<file path="src/rtl/fm_mod_core.sv">
// FM modulator: soft-muted audio deviates a phase-accumulator carrier that indexes a sine ROM.
// Latency: an accepted sample reaches rf four edges later. The sample input is always ready when rst is low.
// Optional FM_DITHER_EN adds LFSR phase dither ahead of the table lookup. N-M must not exceed 16.
module fm_mod_core #(
    parameter int A = 8,
    parameter int L = 12,
    parameter int N = 18,
    parameter int M = 5,
    parameter int D = 4,
    parameter int R = 4
) (
    input  logic         clk,
    input  logic         rst,
    input  logic [A-1:0] audio,
    input  logic         audio_valid,
    output logic         audio_ready,
    input  logic [N-1:0] acc_inc,
    input  logic [L-1:0] df_inc,
    input  logic         enable,
    input  logic [2:0]   dith_fact,
    output logic [D-1:0] rf,
    output logic         rf_valid,
    output logic [1:0]   state
);

    localparam logic [1:0] IDLE      = 2'd0;
    localparam logic [1:0] RAMP_UP   = 2'd1;
    localparam logic [1:0] RUN       = 2'd2;
    localparam logic [1:0] RAMP_DOWN = 2'd3;

    localparam logic [R:0]   GAIN_FULL = {1'b1, {R{1'b0}}};
    localparam logic [R:0]   GAIN_ONE  = {{R{1'b0}}, 1'b1};
    localparam logic [D-1:0] RF_MID    = {1'b1, {(D-1){1'b0}}};

    generate
        if (N - M > 16) begin : g_bad_width
            $error("fm_mod_core: N-M must not exceed 16");
        end
    endgenerate

    function automatic logic [D-1:0] sine_val(input int idx);
        real x;
        x = ((2.0 ** D) - 1.0) / 2.0 * (1.0 + $sin(2.0 * 3.14159265358979 * idx / (2.0 ** M)));
        return D'($rtoi(x + 0.5));
    endfunction

    logic [D-1:0] sine_rom [2**M];
    generate
        for (genvar i = 0; i < 2**M; i++) begin : g_rom
            assign sine_rom[i] = sine_val(i);
        end
    endgenerate

    logic                  accept;
    logic [R:0]            gain;
    logic signed [A-1:0]   sample;
    logic signed [A+R+1:0] prod_g;
    logic signed [A-1:0]   scaled;
    logic signed [A+L:0]   prod_d;
    logic [N-1:0]          dev;
    logic [N-1:0]          fw;
    logic [N-1:0]          phase;
    logic [N-1:0]          dither;
    logic [M-1:0]          addr;

    assign accept = audio_valid & ~rst;

    // Gain is at most 2^R, so the scaled sample always fits back into A bits.
    always_comb begin
        prod_g = (A+R+2)'(sample) * (A+R+2)'($signed({1'b0, gain}));
        scaled = A'(prod_g >>> R);
        prod_d = (A+L+1)'(scaled) * (A+L+1)'($signed({1'b0, df_inc}));
        dev    = N'(prod_d >>> (A-1));
    end

`ifdef FM_DITHER_EN
    logic [15:0]    lfsr;
    logic [N-M-1:0] dith_raw;

    always_ff @(posedge clk) begin
        if (rst) lfsr <= 16'hACE1;
        else     lfsr <= {lfsr[14:0], lfsr[15] ^ lfsr[13] ^ lfsr[12] ^ lfsr[10]};
    end

    always_comb begin
        dith_raw = '0;
        if (dith_fact != 3'd0) dith_raw = lfsr[N-M-1:0] >> (3'd7 - dith_fact);
        dither = N'(dith_raw);
    end
`else
    logic unused_dith;
    assign unused_dith = ^dith_fact;
    assign dither      = '0;
`endif

    assign addr = M'((phase + dither) >> (N-M));

    // Gain moves only on accepted samples; enable changes redirect the ramp without touching gain.
    always_ff @(posedge clk) begin
        if (rst) begin
            state       <= IDLE;
            gain        <= '0;
            sample      <= '0;
            audio_ready <= 1'b0;
        end else begin
            audio_ready <= 1'b1;
            if (accept) sample <= $signed(audio);
            case (state)
                IDLE: if (enable) state <= RAMP_UP;
                RAMP_UP: begin
                    if (!enable) begin
                        state <= RAMP_DOWN;
                    end else if (accept) begin
                        gain <= gain + GAIN_ONE;
                        if (gain + GAIN_ONE == GAIN_FULL) state <= RUN;
                    end
                end
                RUN: if (!enable) state <= RAMP_DOWN;
                default: begin
                    if (enable) begin
                        state <= RAMP_UP;
                    end else if (gain == '0) begin
                        state <= IDLE;
                    end else if (accept) begin
                        gain <= gain - GAIN_ONE;
                        if (gain == GAIN_ONE) state <= IDLE;
                    end
                end
            endcase
        end
    end

    always_ff @(posedge clk) begin
        if (rst) begin
            fw       <= '0;
            phase    <= '0;
            rf       <= RF_MID;
            rf_valid <= 1'b0;
        end else begin
            fw       <= acc_inc + dev;
            phase    <= (state == IDLE) ? '0 : phase + fw;
            rf       <= (state == IDLE) ? RF_MID : sine_rom[addr];
            rf_valid <= (state != IDLE);
        end
    end

endmodule

</file>
<file path="config.mk">
export PLATFORM = sky130hd
export DESIGN_NAME = fm_mod_core
export DESIGN_NICKNAME = d
export VERILOG_FILES = /design/src/rtl/fm_mod_core.sv
export SDC_FILE = /design/constraint.sdc
export NUM_CORES = 1
export LEC_CHECK = 0
export CAP_MARGIN = 20
export CELL_PAD_IN_SITES_DETAIL_PLACEMENT = 2
export CELL_PAD_IN_SITES_GLOBAL_PLACEMENT = 2
export CORE_ASPECT_RATIO = 1.5
export CORE_UTILIZATION = 34
export CTS_CLUSTER_DIAMETER = 100
export DETAILED_ROUTE_END_ITERATION = 10
export GPL_TIMING_DRIVEN = 0
export PLACE_DENSITY = 0.74
export SLEW_MARGIN = 20
export SYNTH_ARGS = -nofsm -noshare
export SYNTH_HDL_FRONTEND = slang
export SYNTH_SLANG_ARGS = --single-unit
</file>
<file path="constraint.sdc">
create_clock -name clk -period 8.92 [get_ports clk]
set_input_delay 2.23 -clock clk [delete_from_list [all_inputs] [get_ports clk]]
set_output_delay 2.23 -clock clk [all_outputs]
set_load 0.005 [all_outputs]
</file>
# ---- After elaboration in Yosys (flattened, before gate mapping)
# Memory sizes are Yosys's and may differ from the RTL's. A register that Yosys moved wholly into a read port is not among the register bits.
# Cells that the tools add are included.
dict set report op_classes {
  addsub 4
  mul 2
  n_eq_ne 12
  mux 17
  bitwise 4
  reduce_logical 10
}
# cell count
set op_table {}
lappend op_table {{$add 18x18->18} 2}
lappend op_table {{$mux 5} 5}
lappend op_table {{$mul 8x13->21} 1}
lappend op_table {{$mux 2} 9}
lappend op_table {{$mul 8x6->12} 1}
lappend op_table {{$reduce_and 6->1} 2}
lappend op_table {{$pmux 5 s2} 1}
lappend op_table {{$reduce_bool 5->1} 2}
lappend op_table {{$ne 2x2->1 const B} 4}
lappend op_table {{$ne 3x3->1 const B} 2}
lappend op_table {{$not 5->6} 1}
lappend op_table {{$pmux 2 s3} 1}
lappend op_table {{$add 5x1->5 const B} 1}
lappend op_table {{$eq 5x1->1 const B} 1}
lappend op_table {{$eq 5x5->1 const B} 1}
lappend op_table {{$logic_not 5->1} 1}
lappend op_table {{$sub 5x1->5 const B} 1}
lappend op_table {{$ne 2x1->1 const B} 2}
lappend op_table {{$reduce_bool 2->1} 2}
lappend op_table {{$reduce_or 2->1} 2}
lappend op_table {{$eq 2x1->1 const B} 1}
lappend op_table {{$eq 2x2->1 const B} 1}
lappend op_table {{$logic_not 2->1} 1}
lappend op_table {{$not 1->1} 2}
lappend op_table {{other kinds (2)} 2}
dict set report word_totals {
  register_bits 53
  rom_bits 128
  input_bits 45
  out_inout_bits 8
  word_cells 57
  mem_count 1
}
# name words word_bits rd rd_ports_with_merged_regs write_ports line_no
set mem_list {}
lappend mem_list {{(no name shown)} 32 4 1 1 0 142} ;# rf <= (state == IDLE) ? RF_MID : sine_rom[addr];

# ---- Depth between registers and ports, before layout
dict set report depth {
  depth_word 6
  mapped_depth 43
  ltp_nobuf 41
}

# ---- Worst setup path before layout
# No wires, ideal clock.
dict set report synth_timing {
  path_kind {register -> register}
  start {reg gain[0]}
  end {reg fw[17]}
  setup_ns 0.115
  t_arrival_ns 9.285
  required_time_ns 8.805
  path_slack_ns -0.480
  stages_incl_launch_ff 43
  path_buffers 2
  period_less_slack_ns 9.400
  cell_sequence {dfxtp_1 clkbuf_1 and2_1 fa_1 inv_1 fa_1 fa_1 inv_1 ha_1 nor2b_1 o21ai_0 a21boi_1 o21ai_0 nand2b_1 a21o_1 a21oi_1 xnor2_1 clkbuf_1 [7 not listed] fa_1 inv_1 ha_1 a21oi_1 o21bai_1 a21oi_1 nand2_1 o221a_2 a21o_1 a21oi_4 xnor2_1 ha_1 nor3_1 nor2_1 a41oi_1 xnor2_1 xnor3_1 and2_1}
}
dict set report synth_via {
  elab_chain_len 3
}
# element line_no
set synth_rtl {}
lappend synth_rtl {{from (decl)} 55} ;# logic [R:0] gain;
lappend synth_rtl {{from (signal assigned)} 114} ;# gain <= gain + GAIN_ONE;
lappend synth_rtl {{from (signal assigned)} 125} ;# gain <= gain - GAIN_ONE;
lappend synth_rtl {{$mul 8x6->12} 70} ;# prod_g = (A+R+2)'(sample) * (A+R+2)'($signed({1'b0, gain}));
lappend synth_rtl {{$mul 8x13->21} 72} ;# prod_d = (A+L+1)'(scaled) * (A+L+1)'($signed({1'b0, df_inc}));
lappend synth_rtl {{$add 18x18->18} 140} ;# fw <= acc_inc + dev;
lappend synth_rtl {{to (signal assigned)} 140}
lappend synth_rtl {{to (decl)} 61} ;# logic [N-1:0] fw;
# Every way passes these cells.
# A chain may end at the register's enable or synchronous reset.

# ---- Worst setup path after layout
dict set report layout_timing {
  start {reg gain[2]}
  end {reg fw[17]}
}
# Same word-level chain as after synthesis.

==> results.py <==
metrics = {
    "sta": {
        "max_freq_mhz": 106,
        "timing.slew.headroom_pct": 43.2,
        "fin_hold_ws_ns": 0.571,
        "timing.final.crit_period_ns": 9.43,
        "finalSetupViolCount": 10,
        "worstMarginPinSlew_ns": 0.851,
        "rsz0062_at_grt": "true",
        "final.setup.worst_slack_ns": -0.510,
        "finalHoldViolations": 0,
        "final.period_utilization_pct": 106,
        "finClkSkew_ns": 0.00475,
        "final-max-slew-violation-count": 0,
    },
    "power": {
        "finalPower_uw": 1830,
        "static-leakage-power_uw": 0.00485,
        "peakVddDrop_uv": 122,
        "p_switching_uw": 800,
        "power_frac_clock_pct": 17.2,
        "power_frac_comb_pct": 63.3,
        "internal_power_uw": 1030,
        "sw_frac_of_total_pct": 43.6,
        "share_seq_of_total_power_pct": 19.5,
        "power_density_mw_per_mm2": 185,
    },
    "critical_path": {
        "worst_r2r_startpoint": "gain[2]$_SDFFE_PP0P_",
        "worst_path_largest_cell_delay_ns": 0.54,
        "critPathCaptureType": "flop",
        "criticalPathCategory": "flop to flop",
        "path_max_fanout": 8,
        "worst_r2r_path_depth": 41,
        "worst-endpoint-arrival_ns": 9.66,
        "path_common_cell": "sky130_fd_sc_hd__fa_1",
        "worst-endpoint-required_ns": 9.15,
        "rr_endpoint": "fw[17]$_SDFF_PP0_",
        "critical_path_start_type": "flop",
        "r2r_setup_slack_ns": -0.51,
        "cp-startpoint": "gain[2]$_SDFFE_PP0P_",
        "timing.critical_path.slowest_stage_cell": "sky130_fd_sc_hd__fa_1",
    },
    "floorplan": {
        "placeableCoreArea_mm2": 0.0223,
        "chipHeight_um": 186,
        "design.die.area_mm2": 0.0233,
        "starting_density_of_the_core_pct": 34.6,
        "boundaryPins": 53,
        "die_width_um": 125,
        "placement_rows": 67,
    },
    "cts": {
        "clkTransAtPathRegs_ns": 0.05,
        "cts_hold_buffers": 0,
        "cts.path.max_buffers": 2,
        "htree_levels": 3,
        "root_buffer": "sky130_fd_sc_hd__clkbuf_16",
        "cts-buffers-inserted": 9,
        "cts_sinks": 57,
        "worstSkewPairLatency_ns": 0.34,
        "cts_tree": "done",
    },
    "synth": {
        "synth_sequential_area_ratio_pct": 14.8,
        "mappedNetlistArea_mm2": 0.00771,
        "yosysWarnings": 0,
        "async_flop_share_pct": 0,
        "yosys.area.top_type": "sky130_fd_sc_hd__fa_1",
        "syn_area_per_cell_um2": 8.68,
        "synth-edff-count": 0,
        "post_synth_inst_count": 889,
        "yosysTopAreaCellShare_pct": 21.5,
        "ys_top_cells_by_area": "sky130_fd_sc_hd__fa_1 22%, sky130_fd_sc_hd__ha_1 18%, sky130_fd_sc_hd__dfxtp_1 15%",
        "synthesis.nets": 1130,
        "postSynthRegisterBits": 57,
        "yosys.cell_types.count": 55,
        "synth-main-ff-cell": "sky130_fd_sc_hd__dfxtp_1",
    },
    "min_path": {
        "min_from": "sample[4]$_SDFFE_PP0P_",
        "hold-path-cell-count": 2,
        "hold_path_end": "sample[4]$_SDFFE_PP0P_",
        "hold_path_class": "flop to flop",
    },
    "route": {
        "sum_of_met3_wire_segment_lengths_after_detailed_routing_um": 380,
        "ant_nets": 0,
        "avgViaCountPerCell": 5.07,
        "route.met2.wl_um": 14300,
        "via_count": 6526,
        "wirelength_um": 24400,
        "routed_wire_per_std_cell_um": 19.0,
        "detail_route.wirelength.met1_um": 9090,
        "drt_iter0_markers": 182,
        "route.top_layer_used": "met4",
        "drc": 12,
        "first_pass_iteration_count_of_the_detailed_router": 7,
    },
    "outcome": {
        "violations": "design-rule violations, negative setup slack",
        "outcome": "finished with violations",
    },
    "placed_design": {
        "placedInstanceArea_mm2": 0.00862,
        "io_buffer_count": 47,
        "gp_congestion": 0.738,
        "hpwl_um": 17500,
    },
    "final_layout": {
        "finish.utilization_pct": 44.5,
        "drive_gt1_share_pct": 19.5,
        "final_area_mm2": 0.00992,
        "nFillCells": 2435,
        "fin_nets": 1247,
        "antenna_cells": 0,
        "flow.area_growth_from_synthesis_pct": 28.7,
    },
    "grt": {
        "grt_pass1_wl_um": 38500,
        "global_route_overflow": 0,
        "grt_antenna_before_repair": 0,
        "first_global_vias": 7652,
        "grt_use_total_pct": 21.0,
        "maximum_number_of_pins_on_one_net_before_global_route_repair": 14,
    },
    "flow_run": {
        "drv.max_cap_violation_count": 0,
    },
}
[Yosys cell counts (6+ instances only)]
master and n:
sky130_fd_sc_hd__o21bai_1 7, sky130_fd_sc_hd__nand2_1 46, sky130_fd_sc_hd__inv_1 140, sky130_fd_sc_hd__o21ai_0 17, sky130_fd_sc_hd__and2_1 88, sky130_fd_sc_hd__a211oi_1 6, sky130_fd_sc_hd__a21o_1 13, sky130_fd_sc_hd__nand2b_1 9
sky130_fd_sc_hd__nor2b_1 17, sky130_fd_sc_hd__a21oi_1 43, sky130_fd_sc_hd__xnor2_1 34, sky130_fd_sc_hd__fa_1 83, sky130_fd_sc_hd__or3_1 6, sky130_fd_sc_hd__nor3_1 13, sky130_fd_sc_hd__clkbuf_1 23, sky130_fd_sc_hd__nand3_1 8
sky130_fd_sc_hd__dfxtp_1 57, sky130_fd_sc_hd__xor2_1 23, sky130_fd_sc_hd__mux2i_1 10, sky130_fd_sc_hd__nor2_1 73, sky130_fd_sc_hd__ha_1 113
[critical path: cells and delay by family, from the launching register on]
family	cells	cell delay (ns)
buffers and inverters	5	0.41
DFF	1	0.37
xor gates and xnor gates	4	0.77
adders and majority gates	10	4.42
AOI/OAI and AO/OA	12	2.00
and+or+nand+nor	10	1.35
[layer usage]
metal / track usage, % / vias to the layer above
met5: 0 / -
met4: 6.71 / 0
met3: 1.98 / 46
met2: 43.1 / 86
met1: 21.7 / 3312
li1: - / 3082
[registers in the layout (all words and copies together), names as in the netlist]
name	cells
audio_ready	1
rf	4
phase	18
state	2
rf_valid	1
fw	18
sample	8
gain	5
[through the flow]
step                      setup slack (ns)  setup TNS, ns  instances
after global routing                -0.873          -5.51       1286
after CTS                           -0.485          -1.43       1274
final                               -0.510          -1.63       1286
after global placement               -1.54         -11.45       1212
after detailed placement             -1.73         -14.17       1212
after floorplan                     0.0372              0        889
[repair_timing]
action / in CTS / in global routing
endpoints found under the hold margin: 0 / 0
gates resized for setup: 97 / 48
setup buffers: 49 / 17
pin swaps: 85 / 69
setup endpoints to repair: 15 / 12
[power by group through the flow]
stage | Clock, uW | Combinational (uW) | Sequential, uW
final | 316 | 1160 | 357
after global routing | 333 | 1270 | 365
after CTS | 319 | 1060 | 353
after detailed placement | 0 | 903 | 357
after global placement | 0 | 868 | 355
after floorplan | 0 | 657 | 344
[layout make-up]
type,count,area [um2],share of cell area [%]
Tap cell,276,345,3.48
Buffer,19,111,1.12
Clock buffer,12,246,2.48
Sequential cell,57,1150,11.6
Clock inverter,3,17.5,0.177
Inverter,140,531,5.35
Timing Repair Buffer,110,966,9.73
Multi-Input combinational cell,669,6550,66.0
[layout by cell type (no fill, tap or decap), types with 12 or more instances in the layout]
| cell type | netlist | final |
|---|---|---|
| sky130_fd_sc_hd__buf_4 | 0 | 58 |
| sky130_fd_sc_hd__fa_1 | 83 | 79 |
| sky130_fd_sc_hd__clkdlybuf4s50_1 | 0 | 47 |
| sky130_fd_sc_hd__dfxtp_1 | 57 | 53 |
| sky130_fd_sc_hd__nor2_1 | 73 | 64 |
| sky130_fd_sc_hd__and2_1 | 88 | 85 |
| sky130_fd_sc_hd__nand2_1 | 46 | 41 |
| sky130_fd_sc_hd__xor2_1 | 23 | 20 |
| sky130_fd_sc_hd__inv_1 | 140 | 126 |
| sky130_fd_sc_hd__ha_4 | 0 | 13 |
| sky130_fd_sc_hd__nor2b_1 | 17 | 16 |
| sky130_fd_sc_hd__xnor2_1 | 34 | 26 |
| sky130_fd_sc_hd__inv_2 | 0 | 13 |
| sky130_fd_sc_hd__a21o_1 | 13 | 12 |
| sky130_fd_sc_hd__a21oi_1 | 43 | 30 |
| sky130_fd_sc_hd__clkbuf_1 | 23 | 15 |
| sky130_fd_sc_hd__ha_1 | 113 | 98 |
[worst max-delay path by stage]
stage | endpoint | slack [ns] | cells after the start
global placement | fw[17]$_SDFF_PP0_ | -1.54 | 38
global route | fw[17]$_SDFF_PP0_ | -0.87 | 41
finish | fw[17]$_SDFF_PP0_ | -0.51 | 41
detailed placement | fw[17]$_SDFF_PP0_ | -1.73 | 38
floorplan | fw[17]$_SDFF_PP0_ | 0.04 | 41
CTS | fw[17]$_SDFF_PP0_ | -0.49 | 42
[cell families (layout without fill, tap and decap cells)]
family / count (synthesis) / after routing / synth area share [%]
DFF: 57 / 57 / 14.8
and+or+nand+nor: 284 / 284 / 19.0
muxes: 11 / 11 / 1.44
AOI/OAI and AO/OA: 120 / 120 / 10.2
xor gates and xnor gates: 58 / 58 / 6.76
adders and majority gates: 196 / 196 / 39.9
buffers and inverters: 163 / 284 / 7.93
Note: power is estimated with default switching activity, not from simulation.
